<file path="src/rtl/tinynpu_ctrl.sv">
// ---------------------------------------------------------------------------
// tinynpu_ctrl : control unit for the TinyNPU datapath.
//
// Runs one tile per start pulse:
//   LOAD - accept SIZE x elements and SIZE elements for each of SIZE weight lanes
//   RUN  - SIZE lock-step pops of x and every weight FIFO, x fed back into its FIFO
//   OUT  - stream SIZE x FIFO entries onto z_out
//
// Ports
//   clk, rst              clock, synchronous active-high reset
//   start/busy/done       host handshake; done pulses on the last OUT cycle
//   z_out_val             datapath z_out carries a valid result this cycle
//   d2c_x_load_val        host x strobe
//   d2c_w_load_val/_sel   host w strobe and target weight lane
//   d2c_x_fifo_empty      x FIFO empty
//   d2c_w_fifo_empty[i]   weight lane i FIFO empty
//   c2d_x_sel             0: host x_in, 1: feedback into x FIFO
//   c2d_x_fifo_wen/_ren   x FIFO write / pop
//   c2d_w_fifo_wen[i]     weight lane i write
//   c2d_w_fifo_ren        pop shared by all weight lanes
//   c2d_z_out_sel         0: z_out=0, 1: z_out=x FIFO head
//
// Optional build macro TINYNPU_CTRL_PERF_EN adds perf_busy_cycles and
// perf_stall_cycles (32-bit, saturating, cleared only by rst).
//
// All outputs are combinational from registered state/counters plus inputs.
// ---------------------------------------------------------------------------

// Per-lane weight load counter: gates the lane write and reports when the
// lane would be full after this cycle's write.
module tinynpu_ctrl_wlane #(
    parameter int SIZE = 4
) (
    input  logic clk,
    input  logic rst,
    input  logic en,      // controller is in LOAD
    input  logic req,     // host strobe addressed to this lane
    input  logic clr,     // leaving LOAD this cycle
    output logic wen,
    output logic full
);
    localparam int CW = $clog2(SIZE) + 1;
    localparam logic [CW-1:0] SIZE_C = CW'(SIZE);

    logic [CW-1:0] cnt_q, cnt_d, cnt_inc;

    always_comb begin
        wen     = en & req & (cnt_q < SIZE_C);
        cnt_inc = cnt_q + {{(CW-1){1'b0}}, wen};
        full    = (cnt_inc == SIZE_C);
        cnt_d   = clr ? '0 : cnt_inc;
    end

    always_ff @(posedge clk) begin
        if (rst) cnt_q <= '0;
        else     cnt_q <= cnt_d;
    end
endmodule

module tinynpu_ctrl #(
    parameter int SIZE  = 4,
    parameter int NBITS = 8
) (
    input  logic                    clk,
    input  logic                    rst,
    input  logic                    start,
    output logic                    busy,
    output logic                    done,
    output logic                    z_out_val,
    input  logic                    d2c_x_load_val,
    input  logic                    d2c_w_load_val,
    input  logic [$clog2(SIZE)-1:0] d2c_w_load_sel,
    input  logic                    d2c_x_fifo_empty,
    input  logic                    d2c_w_fifo_empty [SIZE],
    output logic                    c2d_x_sel,
    output logic                    c2d_x_fifo_wen,
    output logic                    c2d_w_fifo_wen [SIZE],
    output logic                    c2d_x_fifo_ren,
    output logic                    c2d_w_fifo_ren,
    output logic                    c2d_z_out_sel
`ifdef TINYNPU_CTRL_PERF_EN
    ,
    output logic [31:0]             perf_busy_cycles,
    output logic [31:0]             perf_stall_cycles
`endif
);
    localparam int CW = $clog2(SIZE) + 1;
    localparam int SW = $clog2(SIZE);
    localparam logic [CW-1:0] SIZE_C = CW'(SIZE);
    localparam logic [CW-1:0] LAST_C = CW'(SIZE - 1);

    // No data passes through here; NBITS only has to be sane.
    if (NBITS < 1 || SIZE < 2) begin : g_bad_params
    end

    typedef enum logic [1:0] {ST_IDLE, ST_LOAD, ST_RUN, ST_OUT} state_e;

    state_e        state_q, state_d;
    logic [CW-1:0] x_cnt_q, x_cnt_d;
    logic [CW-1:0] run_cnt_q, run_cnt_d;
    logic [CW-1:0] out_cnt_q, out_cnt_d;
    logic [CW-1:0] x_inc;

    logic            load_en, load_clr, w_any_empty, fire;
    logic [SIZE-1:0] w_full;

    assign load_en = (state_q == ST_LOAD);

    for (genvar i = 0; i < SIZE; i++) begin : g_lane
        tinynpu_ctrl_wlane #(.SIZE(SIZE)) u_lane (
            .clk  (clk),
            .rst  (rst),
            .en   (load_en),
            .req  (d2c_w_load_val & (d2c_w_load_sel == SW'(i))),
            .clr  (load_clr),
            .wen  (c2d_w_fifo_wen[i]),
            .full (w_full[i])
        );
    end

    always_comb begin
        busy           = (state_q != ST_IDLE);
        done           = 1'b0;
        z_out_val      = 1'b0;
        c2d_x_sel      = 1'b0;
        c2d_x_fifo_wen = 1'b0;
        c2d_x_fifo_ren = 1'b0;
        c2d_w_fifo_ren = 1'b0;
        c2d_z_out_sel  = 1'b0;
        load_clr       = 1'b0;
        state_d        = state_q;
        x_cnt_d        = x_cnt_q;
        run_cnt_d      = run_cnt_q;
        out_cnt_d      = out_cnt_q;
        x_inc          = x_cnt_q;

        w_any_empty = 1'b0;
        for (int i = 0; i < SIZE; i++) w_any_empty = w_any_empty | d2c_w_fifo_empty[i];
        fire = ~d2c_x_fifo_empty & ~w_any_empty;

        case (state_q)
            ST_IDLE: begin
                if (start) state_d = ST_LOAD;
            end
            ST_LOAD: begin
                c2d_x_fifo_wen = d2c_x_load_val & (x_cnt_q < SIZE_C);
                x_inc          = x_cnt_q + {{(CW-1){1'b0}}, c2d_x_fifo_wen};
                // Completion counts this cycle's writes, so RUN starts the
                // cycle right after the final accepted write.
                if (x_inc == SIZE_C && &w_full) begin
                    state_d   = ST_RUN;
                    load_clr  = 1'b1;
                    x_cnt_d   = '0;
                    run_cnt_d = '0;
                end else begin
                    x_cnt_d = x_inc;
                end
            end
            ST_RUN: begin
                if (fire) begin
                    c2d_x_fifo_ren = 1'b1;
                    c2d_w_fifo_ren = 1'b1;
                    c2d_x_sel      = 1'b1;
                    c2d_x_fifo_wen = 1'b1;   // feedback value goes back into x FIFO
                    run_cnt_d      = run_cnt_q + 1'b1;
                    if (run_cnt_q == LAST_C) begin
                        state_d   = ST_OUT;
                        out_cnt_d = '0;
                    end
                end
            end
            ST_OUT: begin
                c2d_z_out_sel = 1'b1;
                if (!d2c_x_fifo_empty) begin
                    c2d_x_fifo_ren = 1'b1;
                    z_out_val      = 1'b1;
                    out_cnt_d      = out_cnt_q + 1'b1;
                    if (out_cnt_q == LAST_C) begin
                        done      = 1'b1;
                        state_d   = ST_IDLE;
                        out_cnt_d = '0;
                    end
                end
            end
            default: state_d = ST_IDLE;
        endcase
    end

`ifdef TINYNPU_CTRL_PERF_EN
    logic [31:0] perf_busy_q, perf_busy_d, perf_stall_q, perf_stall_d;
    logic        stall;

    always_comb begin
        stall = ((state_q == ST_RUN) & ~fire) | ((state_q == ST_OUT) & d2c_x_fifo_empty);
        perf_busy_d  = perf_busy_q;
        perf_stall_d = perf_stall_q;
        if (busy  && perf_busy_q  != 32'hFFFF_FFFF) perf_busy_d  = perf_busy_q + 32'd1;
        if (stall && perf_stall_q != 32'hFFFF_FFFF) perf_stall_d = perf_stall_q + 32'd1;
    end

    assign perf_busy_cycles  = perf_busy_q;
    assign perf_stall_cycles = perf_stall_q;
`endif

    always_ff @(posedge clk) begin
        if (rst) begin
            state_q   <= ST_IDLE;
            x_cnt_q   <= '0;
            run_cnt_q <= '0;
            out_cnt_q <= '0;
`ifdef TINYNPU_CTRL_PERF_EN
            perf_busy_q  <= '0;
            perf_stall_q <= '0;
`endif
        end else begin
            state_q   <= state_d;
            x_cnt_q   <= x_cnt_d;
            run_cnt_q <= run_cnt_d;
            out_cnt_q <= out_cnt_d;
`ifdef TINYNPU_CTRL_PERF_EN
            perf_busy_q  <= perf_busy_d;
            perf_stall_q <= perf_stall_d;
`endif
        end
    end
endmodule

</file>
<file path="config.mk">
export PLATFORM = sky130hd
export DESIGN_NAME = tinynpu_ctrl
export DESIGN_NICKNAME = d
export VERILOG_FILES = /design/src/rtl/tinynpu_ctrl.sv
export SDC_FILE = /design/constraint.sdc
export NUM_CORES = 1
export LEC_CHECK = 0
export ABC_AREA = 1
export CAP_MARGIN = 40
export CORE_ASPECT_RATIO = 0.75
export CORE_MARGIN = 10
export CORE_UTILIZATION = 35
export DETAILED_ROUTE_END_ITERATION = 10
export DONT_BUFFER_PORTS = 1
export SETUP_SLACK_MARGIN = 0.2
export SYNTH_ARGS = -nofsm -noshare
export SYNTH_HDL_FRONTEND = slang
export SYNTH_SLANG_ARGS = --single-unit
</file>
<file path="constraint.sdc">
create_clock -name clk -period 4.3 [get_ports clk]
set_input_delay 0.645 -clock clk [delete_from_list [all_inputs] [get_ports clk]]
set_output_delay 0.645 -clock clk [all_outputs]
set_load 0.02 [all_outputs]
</file>
==> results by group, run 1 <==
Route
  – 1st-pass router iterations: 4
  – Via count: 1111
  – DRC Markers: 0
  – ANT nets after route: 0
  – Avg WL per Cell: 10.9 um
  – Routed WL: 2760 um
  – Iteration-0 DRC Markers: 38
  – Via density per instance: 4.41

Critical path
  – Most frequent CP cell: ha_1
  – Kind of critical path: register to register
  – Crit path DAT: 3.21 ns
  – Critical Path Start Type: register
  – Crit end category: register
  – Crit path max fanout: 12
  – Slowest cell on crit path: o21ai_4
  – CP peak stage delay: 0.41 ns
  – Worst EP required: 4.44 ns
  – Cell Chain, Critical Path: inv_1, ha_1, inv_2, or2_1, nor4_1, buf_4, ha_1, ha_1, nor2_1, nand3_1, nor2_4, nand2_4, o21ai_4, nor3_1

STA
  – Min cycle time layout: 3.07 ns
  – Worst Clk Skew: 0.00200 ns
  – Max-slew violations: 0
  – Post-route setup TNS: 0 ns
  – Rel. slew slack: 50.1%
  – Period utilisation layout: 71.4%
  – Measured slew at the worst slew-check pin: 0.742 ns
  – Worst setup margin: 1.23 ns
  – RSZ-0062 raised after global routing: false
  – Peak Freq: 326 MHz
  – Final setup violation count: 0
  – Final Hold Vio Count: 0

Clock network
  – Clock latency at the later pin of the worst-skew pair: 0.27 ns
  – Postcts setup bufs: 0
  – Clock-pin transition on the worst setup and hold timing paths: 0.08 ns
  – Clock Path Buffers: 2
  – CTS tree: built
  – Clock Sinks: 23
  – Cts hold-fix bufs: 0
  – Cts repair resizes: 0
  – H-tree lvl count: 1
  – Root Buffer Master: clkbuf_8
  – TritonCTS Buffers: 3

Power
  – Pwr Density: 417 nW/um^2
  – Internal: 388 uW
  – P_leak: 0.000733 uW
  – Clk pwr share: 21.7%
  – Comb pwr share: 38.3%
  – Psw: 249 uW
  – Max VDD drop: 0.000175 V
  – Sw Ratio: 39.2%
  – Reg power frac: 40.1%

Synth
  – Mapped Nets: 225
  – Cell count after synthesis: 195
  – Syn Area/Cell: 7.37 sq um
  – Ys Warns: 0
  – Post-synthesis cell area: 1440 sq um
  – Yosys reg bits: 23
  – Post-synthesis sequential area ratio: 32.1%
  – Post-synth cell types: 27

Placement
  – Routability congestion estimate: 0.773
  – Place WS: 1.24 ns
  – PortBufs: 0
  – Placed Area: 1480 sq um
  – Post-DP HPWL: 2240 um

Floorplan
  – I/O pin count: 24
  – Die height: 75.5 um
  – Die area: 7090 sq um
  – Die Wd: 94.0 um
  – Initial Util: 35.9%
  – Site Rows: 20
  – Core area: 4000 sq um

Run
  – Number of max-cap violations: 0

Finish
  – Area delta synth->final: 6.45%
  – Final #Nets: 228
  – Design Area, Final: 1530 sq um
  – ANT cells: 0
  – Layout cells sized above 1: 15.7%

Status
  – Status: completed

GRT
  – Remaining global-route overflow: 0
  – Largest net degree at the start of global routing: 14
  – Total GRT Usage: 8.52%
  – Initial antenna violation count: 0
  – Vias in the first global route: 1115
  – Global-route wire length before repair: 4860 um

Hold path
  – Hold crit path type: input port to register
==> state kept, by name, summed over array words and instances (netlist names) <==
register	flops
g_lane.u_lane.cnt_q	12
x_cnt_q	3
state_q	2
out_cnt_q	3
run_cnt_q	3
==> cell families after synthesis <==
group,count (synthesis),synth area share [%]
flops,23,32.1
simple gates,93,30.3
fa+ha+maj,18,15.7
buf+inv,42,13.1
compound gates,19,8.88
==> power by group through the flow <==
stage                     combinational [uW]  clock (uW)  sequential (uW)
final                                    244         138              255
after global routing                     284         150              259
after CTS                                246         143              255
after detailed placement                 244           0              260
after global placement                   243           0              260
after floorplan                          206           0              256
==> metrics by stage <==
stage	hold slack, ns	cells	util (%)	power [uW]
2_1_floorplan	0.442	195	-	462
3_3_place_gp	0.463	248	37.0	503
3_5_place_dp	0.458	248	37.0	504
4_1_cts	0.425	252	38.2	644
5_1_grt	0.415	252	38.2	693
6_report	0.432	252	38.2	637
==> critical path: cells and delay by family, from the launching register on <==
kind | cells | cell delay (ns)
AOI/OAI and AO/OA | 1 | 0.41
adders and majority gates | 3 | 0.75
buffers and inverters | 3 | 0.46
DFF | 1 | 0.33
and+or+nand+nor | 7 | 1.00
==> final cells by class <==
cell class | count | area [sq um]
clock inverter | 1 | 5.00
inverter | 36 | 135
sequential | 23 | 460
multi-input combinational | 130 | 788
tap | 55 | 68.8
fill | 439 | 2470
clock buffer | 3 | 41.3
timing repair buffer | 4 | 30.0
==> placed cells by master (no fill, tap or decap), types with 3 or more instances in the layout <==
cell type,synthesis,routed
buf_4,5,4
nand3_1,7,7
dfxtp_1,23,23
nor2_1,26,26
inv_1,34,34
o21ai_0,3,3
nand2_2,3,3
nand2_1,34,34
ha_1,18,18
nor2_2,10,10
a21oi_1,7,7
nor4_1,4,4
clkbuf_8,0,3
==> cell usage after synthesis <==
master / instances / share of area, %
or2_2: 1 / 0.44
o21ai_1: 1 / 0.35
nand3_1: 7 / 2.4
o21ai_2: 1 / 0.61
a21oi_1: 7 / 2.4
o21ai_0: 3 / 1.0
nor2_4: 1 / 0.78
inv_1: 34 / 8.9
nand2_2: 3 / 1.3
inv_2: 2 / 0.52
nor2_2: 10 / 4.4
nor3_1: 2 / 0.70
buf_4: 5 / 2.6
buf_8: 1 / 1.0
nand4_1: 2 / 0.87
a21oi_2: 2 / 1.2
o211ai_1: 2 / 1.0
nand2_1: 34 / 8.9
dfxtp_1: 23 / 32
o21ai_4: 1 / 1.1
ha_1: 18 / 16
nand2_4: 2 / 1.6
a21boi_0: 1 / 0.52
nor2_1: 26 / 6.8
or2_1: 1 / 0.44
o21a_1: 1 / 0.52
nor4_1: 4 / 1.7
==> final timing paths <==
kind / slack [ns] / from / cells past startpoint / end
setup reg to reg: 1.23 / state_q[1]$_SDFFE_PP0P_ / 14 / g_lane[0].u_lane.cnt_q[2]$_SDFF_PP0_
hold / removal: 0.43 / rst / 1 / out_cnt_q[1]$_SDFFE_PP0P_
hold reg to reg: 0.47 / out_cnt_q[1]$_SDFFE_PP0P_ / 2 / out_cnt_q[1]$_SDFFE_PP0P_
setup / recovery: 1.23 / state_q[1]$_SDFFE_PP0P_ / 14 / g_lane[0].u_lane.cnt_q[2]$_SDFF_PP0_
==> layer usage <==
layer	share of wire, %	global-route usage (%)	up-vias	wire length [um]
met5	0	0	-	0
met1	49	10.4	487	1340
met3	4.1	2.85	2	112
met2	46	13.6	11	1260
li1	-	-	611	-
met4	1.5	3.19	0	42
Power figures use the tool's default switching activity.
==> inputs of run 2 (changes only) <==
- clock period: 4.3 -> 2.9 ns (I/O delays scaled with it)
==> run 2 against run 1 <==
Setup slack worse by 0.88 ns; register-to-register slack worse by 0.88 ns; global-route usage is 0.68 points lower; hold slack worse by 0.20 ns; clock power is 42% higher; first-iteration DRC count is 37% higher; wire length is 3.3% higher; total power is 62% higher; combinational power is 85% higher; die area stayed put; critical path type unchanged; largest cell class unchanged; highest routed layer unchanged.
==> results by group, run 2 (synthesis gave the netlist of run 1 again) <==
STA
  – Final Hold Vio Count: 0 (unchanged)
  – Max-slew violations: 0 (unchanged)
  – Min cycle time layout: 2.55 ns (-0.519 ns)
  – Final setup violation count: 0 (unchanged)
  – Rel. slew slack: 56.0% (+5.9 points)
  – Worst Clk Skew: 0.00414 ns (+0.00214 ns)
  – Post-route setup TNS: 0 ns (unchanged)
  – Period utilisation layout: 88.0% (+17 points)
  – Measured slew at the worst slew-check pin: 0.653 ns (-0.0889 ns)
  – RSZ-0062 raised after global routing: false
  – Peak Freq: 392 MHz (+20%)

Critical path
  – CP bufs+invs: 3 (unchanged)
  – Critical Path Start Type: register
  – Slowest cell on crit path: dfxtp_2
  – Worst R2R Path Depth: 14 (unchanged)
  – Kind of critical path: register to register
  – WP depth: 14 (unchanged)
  – Crit path max fanout: 12 (unchanged)
  – Crit path DAT: 2.71 ns (-0.50 ns)
  – Worst path top cell family by delay: simple AND/OR/NAND/NOR gates
  – Cell Chain, Critical Path: inv_2, ha_4, inv_2, or2_4, nor4_4, ha_2, ha_1, nor2_2, nand3_2, nor2_4, nand2_4, o21ai_4, buf_12, nor3_1
  – Most frequent CP cell: inv_2
  – CP peak stage delay: 0.34 ns (-0.07 ns)
  – Worst EP required: 3.06 ns (-1.38 ns)
  – Crit end category: register

Finish
  – Largest Register: g_lane.u_lane.cnt_q
  – Layout cells sized above 1: 24.0% (+8.3 points)
  – ANT cells: 0 (unchanged)
  – Final #Nets: 235 (+3.1%)
  – Non-filler instance count after layout: 259 (+2.8%)
  – Max reg flops: 12 (unchanged)
  – Commonest non-fill, non-tap cells in the layout: nand2_1 (34), inv_1 (33), nor2_1 (25)
  – Area delta synth->final: 17.2%
  – Layout Utilization: 42.1% (+3.9 points)
  – Leading cell type in the layout, fill and taps excluded: nand2_1
  – Fillcell total: 431 (-1.8%)

Power
  – Comb pwr share: 43.7% (+5.4 points)
  – Sw Ratio: 37.7% (-1.4 points)
  – Psw: 390 uW (+56%)
  – Internal: 643 uW (+66%)
  – P_leak: 0.000780 uW (+6.4%)
  – Max VDD drop: 0.000221 V (+26%)
  – Clk pwr share: 19.0% (-2.7 points)
  – Reg power frac: 37.3% (-2.8 points)
  – Pwr Density: 614 nW/um^2 (+47%)

Route
  – Via density per instance: 4.37 (-0.95%)
  – M1 WL: 1350 um (+0.97%)
  – DR WL met2: 1350 um (+6.9%)
  – ANT nets after route: 0 (unchanged)
  – 1st-pass router iterations: 4 (unchanged)
  – Via count: 1131 (+1.8%)
  – Iteration-0 DRC Markers: 52 (+37%)
  – Top layer in use: met4
  – Met3 wire length: 116 um (+3.6%)
  – Routed WL: 2850 um (+3.3%)
  – DRC Markers: 0 (unchanged)
  – Avg WL per Cell: 11.0 um (+0.48%)

GRT
  – Initial antenna violation count: 0 (unchanged)
  – Vias in the first global route: 1014 (-9.1%)
  – Largest net degree at the start of global routing: 13 (-1)
  – Global-route wire length before repair: 4510 um (-7.2%)
  – Remaining global-route overflow: 0 (unchanged)
  – Total GRT Usage: 7.84% (-0.68 points)

Placement
  – Dpl cells: 252 (+1.6%)
  – Post-DP HPWL: 2240 um (about the same)
  – Routability congestion estimate: 0.764 (-1.2%)
  – PortBufs: 0 (unchanged)

Clock network
  – TritonCTS Buffers: 3 (unchanged)
  – Clock-pin transition on the worst setup and hold timing paths: 0.08 ns (about the same)
  – Clock Sinks: 23 (unchanged)
  – Root Buffer Master: clkbuf_8
  – Clock Path Buffers: 2 (unchanged)
  – CTS tree: built
  – Clock latency at the later pin of the worst-skew pair: 0.26 ns (about the same)
  – H-tree lvl count: 1 (unchanged)

Hold path
  – Hold-critical path depth: 1 (unchanged)
  – Hold crit path type: input port to register

Floorplan
  – Die area: 7090 sq um (unchanged)
  – Die Wd: 94.0 um (unchanged)
  – Die height: 75.5 um (unchanged)
  – Initial Util: 35.9% (unchanged)
  – Site Rows: 20 (unchanged)
  – I/O pin count: 24 (unchanged)
  – Core area: 4000 sq um (unchanged)

Run
  – Number of max-cap violations: 0 (unchanged)

Status
  – Status: completed
run 2: layout make-up:
type / instances / area, sq um / area share, %
Multi-Input combinational cell: 130 / 865 / 51.3
Clock buffer: 4 / 45.0 / 2.67
Inverter: 36 / 135 / 8.02
Sequential cell: 23 / 463 / 27.5
Timing Repair Buffer: 11 / 108 / 6.39
Tap cell: 55 / 68.8 / 4.09
run 2: worst paths after layout:
path	to	slack, ns	from
max	g_lane[0].u_lane.cnt_q[2]$_SDFF_PP0_	0.35	state_q[1]$_SDFFE_PP0P_
max reg2reg	g_lane[0].u_lane.cnt_q[2]$_SDFF_PP0_	0.35	state_q[1]$_SDFFE_PP0P_
min	x_cnt_q[2]$_SDFFE_PP0N_	0.23	rst
min reg2reg	out_cnt_q[1]$_SDFFE_PP0P_	0.48	out_cnt_q[1]$_SDFFE_PP0P_
run 2: what timing repair did:
action / CTS / global route
setup endpoints to repair: 17 / 17
hold endpoints to repair: 0 / 0
resized for setup: 2 / 14
buffers inserted: 0 / 3
hold buffers: 0 / 0
pin swaps: 0 / 3
run 2: metrics by stage:
| step | power (uW) | setup slack (ns) | instance area [sq um] | hold WS [ns] |
|---|---|---|---|---|
| final | 1030 | 0.349 | 1680 | 0.229 |
| after global routing | 1120 | 0.186 | 1680 | 0.211 |
| after CTS | 966 | 0.215 | 1580 | 0.220 |
| after detailed placement | 761 | 0.141 | 1530 | 0.467 |
| after global placement | 759 | 0.242 | 1530 | 0.463 |
| after floorplan | 686 | 0.315 | 1440 | 0.442 |
run 2: power by group through the flow:
| stage | logic [uW] | registers, uW | clock network (uW) |
|---|---|---|---|
| finish | 452 | 385 | 196 |
| global route | 511 | 391 | 221 |
| CTS | 381 | 379 | 205 |
| detailed placement | 374 | 387 | 0 |
| global placement | 373 | 386 | 0 |
| floorplan | 306 | 380 | 0 |
run 2: routing by layer:
metal / vias up / track usage [%]
met5: - / 0
met4: 0 / 2.02
met3: 2 / 2.56
met2: 16 / 12.9
met1: 488 / 9.73
li1: 625 / -
==> inputs of run 3 (changes only) <==
- CORE_UTILIZATION: 35 -> 62
- PLACE_DENSITY: not set -> 0.78
==> run 3 against run 2 <==
Non-clock buffer count is 7 higher; hold slack worse by 0.056 ns; flip-flop and latch count stayed put; global-route usage is 6.7 points higher; core utilization is 35 points higher; total power is 5.0% higher; via count is 13% higher; sequential power is 2% higher; critical path depth is 1 higher; critical path type unchanged.
==> results by group, run 3 (synthesis gave the netlist of run 1 again) <==
Status
  – Status: completed

Critical path
  – Crit end category: register
  – Worst R2R Path Depth: 15 (+1)
  – Critical Path Start Type: register
  – Slowest cell on crit path: dfxtp_2
  – Reg2reg end: g_lane[0].u_lane.cnt_q[0]$_SDFF_PP0_
  – Crit path DAT: 2.91 ns (+0.20 ns)
  – Most frequent CP cell: nor2_2
  – RR Startpoint: state_q[1]$_SDFFE_PP0P_
  – Crit path max fanout: 6 (-6)
  – Kind of critical path: register to register
  – Cell Chain, Critical Path: inv_4, ha_4, inv_6, or2_4, buf_12, nor4_4, ha_2, ha_1, nor2_2, nand3_2, nor2_4, nand2_4, o21ai_4, clkbuf_16, nor2_2
  – CP peak stage delay: 0.37 ns (+0.03 ns)
  – Reg2Reg Setup Slack: 0.22 ns (-0.13 ns)
  – Worst setup endpoint: g_lane[0].u_lane.cnt_q[0]$_SDFF_PP0_
  – Critical Path Start: state_q[1]$_SDFFE_PP0P_
  – Worst EP required: 3.13 ns (+0.07 ns)

STA
  – Final setup violation count: 0 (unchanged)
  – Peak Freq: 373 MHz (-4.9%)
  – RSZ-0062 raised after global routing: true
  – Period utilisation layout: 92.4% (+4.5 points)
  – Rel. slew slack: 51.1% (-4.9 points)
  – Measured slew at the worst slew-check pin: 0.726 ns (+0.0735 ns)
  – Final Hold Vio Count: 0 (unchanged)
  – Min cycle time layout: 2.68 ns (+0.130 ns)
  – Post-route setup TNS: 0 ns (unchanged)
  – Max-slew violations: 0 (unchanged)
  – Worst setup margin: 0.219 ns (-0.130 ns)
  – Worst Clk Skew: 0.0112 ns (+0.00711 ns)

Route
  – Via count: 1281 (+13%)
  – M1 WL: 1560 um (+16%)
  – Avg WL per Cell: 16.0 um (+45%)
  – Via density per instance: 5.43 (+24%)
  – Met3 wire length: 213 um (+84%)
  – 1st-pass router iterations: 4 (unchanged)
  – DRC Markers: 0 (unchanged)
  – DR WL met2: 1900 um (+40%)
  – Iteration-0 DRC Markers: 146 (+180%)
  – ANT nets after route: 0 (unchanged)
  – Routed WL: 3770 um (+32%)
  – Top layer in use: met4

GRT
  – Global-route wire length before repair: 5180 um (+15%)
  – Initial antenna violation count: 0 (unchanged)
  – Remaining global-route overflow: 0 (unchanged)
  – Largest net degree at the start of global routing: 14 (+1)
  – Vias in the first global route: 1170 (+15%)
  – Total GRT Usage: 14.5% (+6.7 points)

Finish
  – Largest Register: g_lane.u_lane.cnt_q
  – Max reg flops: 12 (unchanged)
  – ANT cells: 0 (unchanged)
  – Leading cell type in the layout, fill and taps excluded: inv_1
  – Layout cells sized above 1: 29.4% (+5.4 points)
  – Final #Nets: 242 (+3.0%)
  – Commonest non-fill, non-tap cells in the layout: inv_1 (33), nand2_1 (32), nor2_1 (24)
  – Area delta synth->final: 20.9%

Power
  – Pwr Density: 625 nW/um^2 (+1.8%)
  – P_leak: 0.000815 uW (+4.4%)
  – Max VDD drop: 0.000519 V (+130%)

Clock network
  – TritonCTS Buffers: 3 (unchanged)
  – Clock-pin transition on the worst setup and hold timing paths: 0.13 ns (+0.05 ns)
  – CTS tree: built
  – Clock Sinks: 23 (unchanged)
  – Root Buffer Master: clkbuf_4
  – H-tree lvl count: 1 (unchanged)
  – Clock latency at the later pin of the worst-skew pair: 0.32 ns (+0.06 ns)
  – Cts hold-fix bufs: 0 (unchanged)
  – Clock Path Buffers: 2 (unchanged)

Floorplan
  – Site Rows: 15 (-25%)
  – Die area: 4660 sq um (-34%)
  – Core area: 2250 sq um (-44%)
  – Initial Util: 63.8% (+28 points)
  – I/O pin count: 24 (unchanged)
  – Die height: 61.7 um (-18%)
  – Die Wd: 75.6 um (-20%)

Placement
  – Post-DP HPWL: 2590 um (+15%)
  – Place WS: 0.0231 ns (-0.118 ns)
  – Routability congestion estimate: 0.884 (+16%)
  – PortBufs: 0 (unchanged)

Hold path
  – Hold-critical path depth: 1 (unchanged)
  – Hold crit path type: input port to register

Run
  – Number of max-cap violations: 0 (unchanged)
[run 3: cell count changes in the layout (fill, tap and decap cells not counted), sizes merged]
cell / before / now
buf: 11 / 17
clkinv: 0 / 1
[run 3: what timing repair did]
action / CTS / global route
buffers inserted: 0 / 11
gates cloned: 0 / 1
endpoints found under the setup margin: 17 / 17
endpoints found under the hold margin: 0 / 0
pin swaps: 0 / 12
resized for setup: 4 / 23
[run 3: metal layers]
metal / track usage (%) / up-vias
met3: 4.99 / 11
met2: 26.5 / 42
met4: 2.11 / 0
met5: 0 / -
li1: - / 637
met1: 16.4 / 591
[run 3: where the power goes]
group | switching, uW | leakage [uW] | internal [uW] | total, uW
Clock | 103 | 0.0000177 | 51.7 | 155
Sequential | 33.1 | 0.000187 | 359 | 393
Combinational | 314 | 0.000609 | 224 | 538
Total | 450 | 0.000815 | 635 | 1090
[run 3: final cells by class]
type	count	area, sq um
Tap cell	25	31.3
Fill cell	159	515
Multi-Input combinational cell	130	892
Clock inverter	1	5.00
Inverter	36	143
Sequential cell	23	465
Timing Repair Buffer	18	178
Clock buffer	3	22.5
[run 3: stage by stage]
stage | hold slack, ns | total power [uW] | instance area [sq um] | utilization [%] | std cells
after floorplan | 0.442 | 686 | 1440 | - | 195
after global placement | 0.456 | 741 | 1470 | 65.4 | 220
after detailed placement | 0.473 | 767 | 1470 | 65.4 | 220
after CTS | 0.162 | 925 | 1520 | 67.7 | 224
after global routing | 0.143 | 1150 | 1740 | 77.1 | 236
final | 0.173 | 1090 | 1740 | 77.1 | 236
[run 3: worst min-delay path by stage]
stage                                   start                         to  slack, ns
floorplan           out_cnt_q[1]$_SDFFE_PP0P_  out_cnt_q[1]$_SDFFE_PP0P_       0.44
global placement    out_cnt_q[1]$_SDFFE_PP0P_  out_cnt_q[1]$_SDFFE_PP0P_       0.46
detailed placement  out_cnt_q[0]$_SDFFE_PP0P_  out_cnt_q[0]$_SDFFE_PP0P_       0.47
CTS                                       rst  out_cnt_q[0]$_SDFFE_PP0P_       0.16
global route                              rst    x_cnt_q[2]$_SDFFE_PP0N_       0.14
finish                                    rst  out_cnt_q[1]$_SDFFE_PP0P_       0.17
[run 3: critical path, delay by kind of cell (launching register included)]
kind                     cells  cell delay, ns
flip-flops                   1            0.37
adder cells (fa/ha/maj)      3            0.64
buffers and inverters        4            0.44
AND/OR/NAND/NOR              7            0.90
AO/OA/AOI/OAI                1            0.23
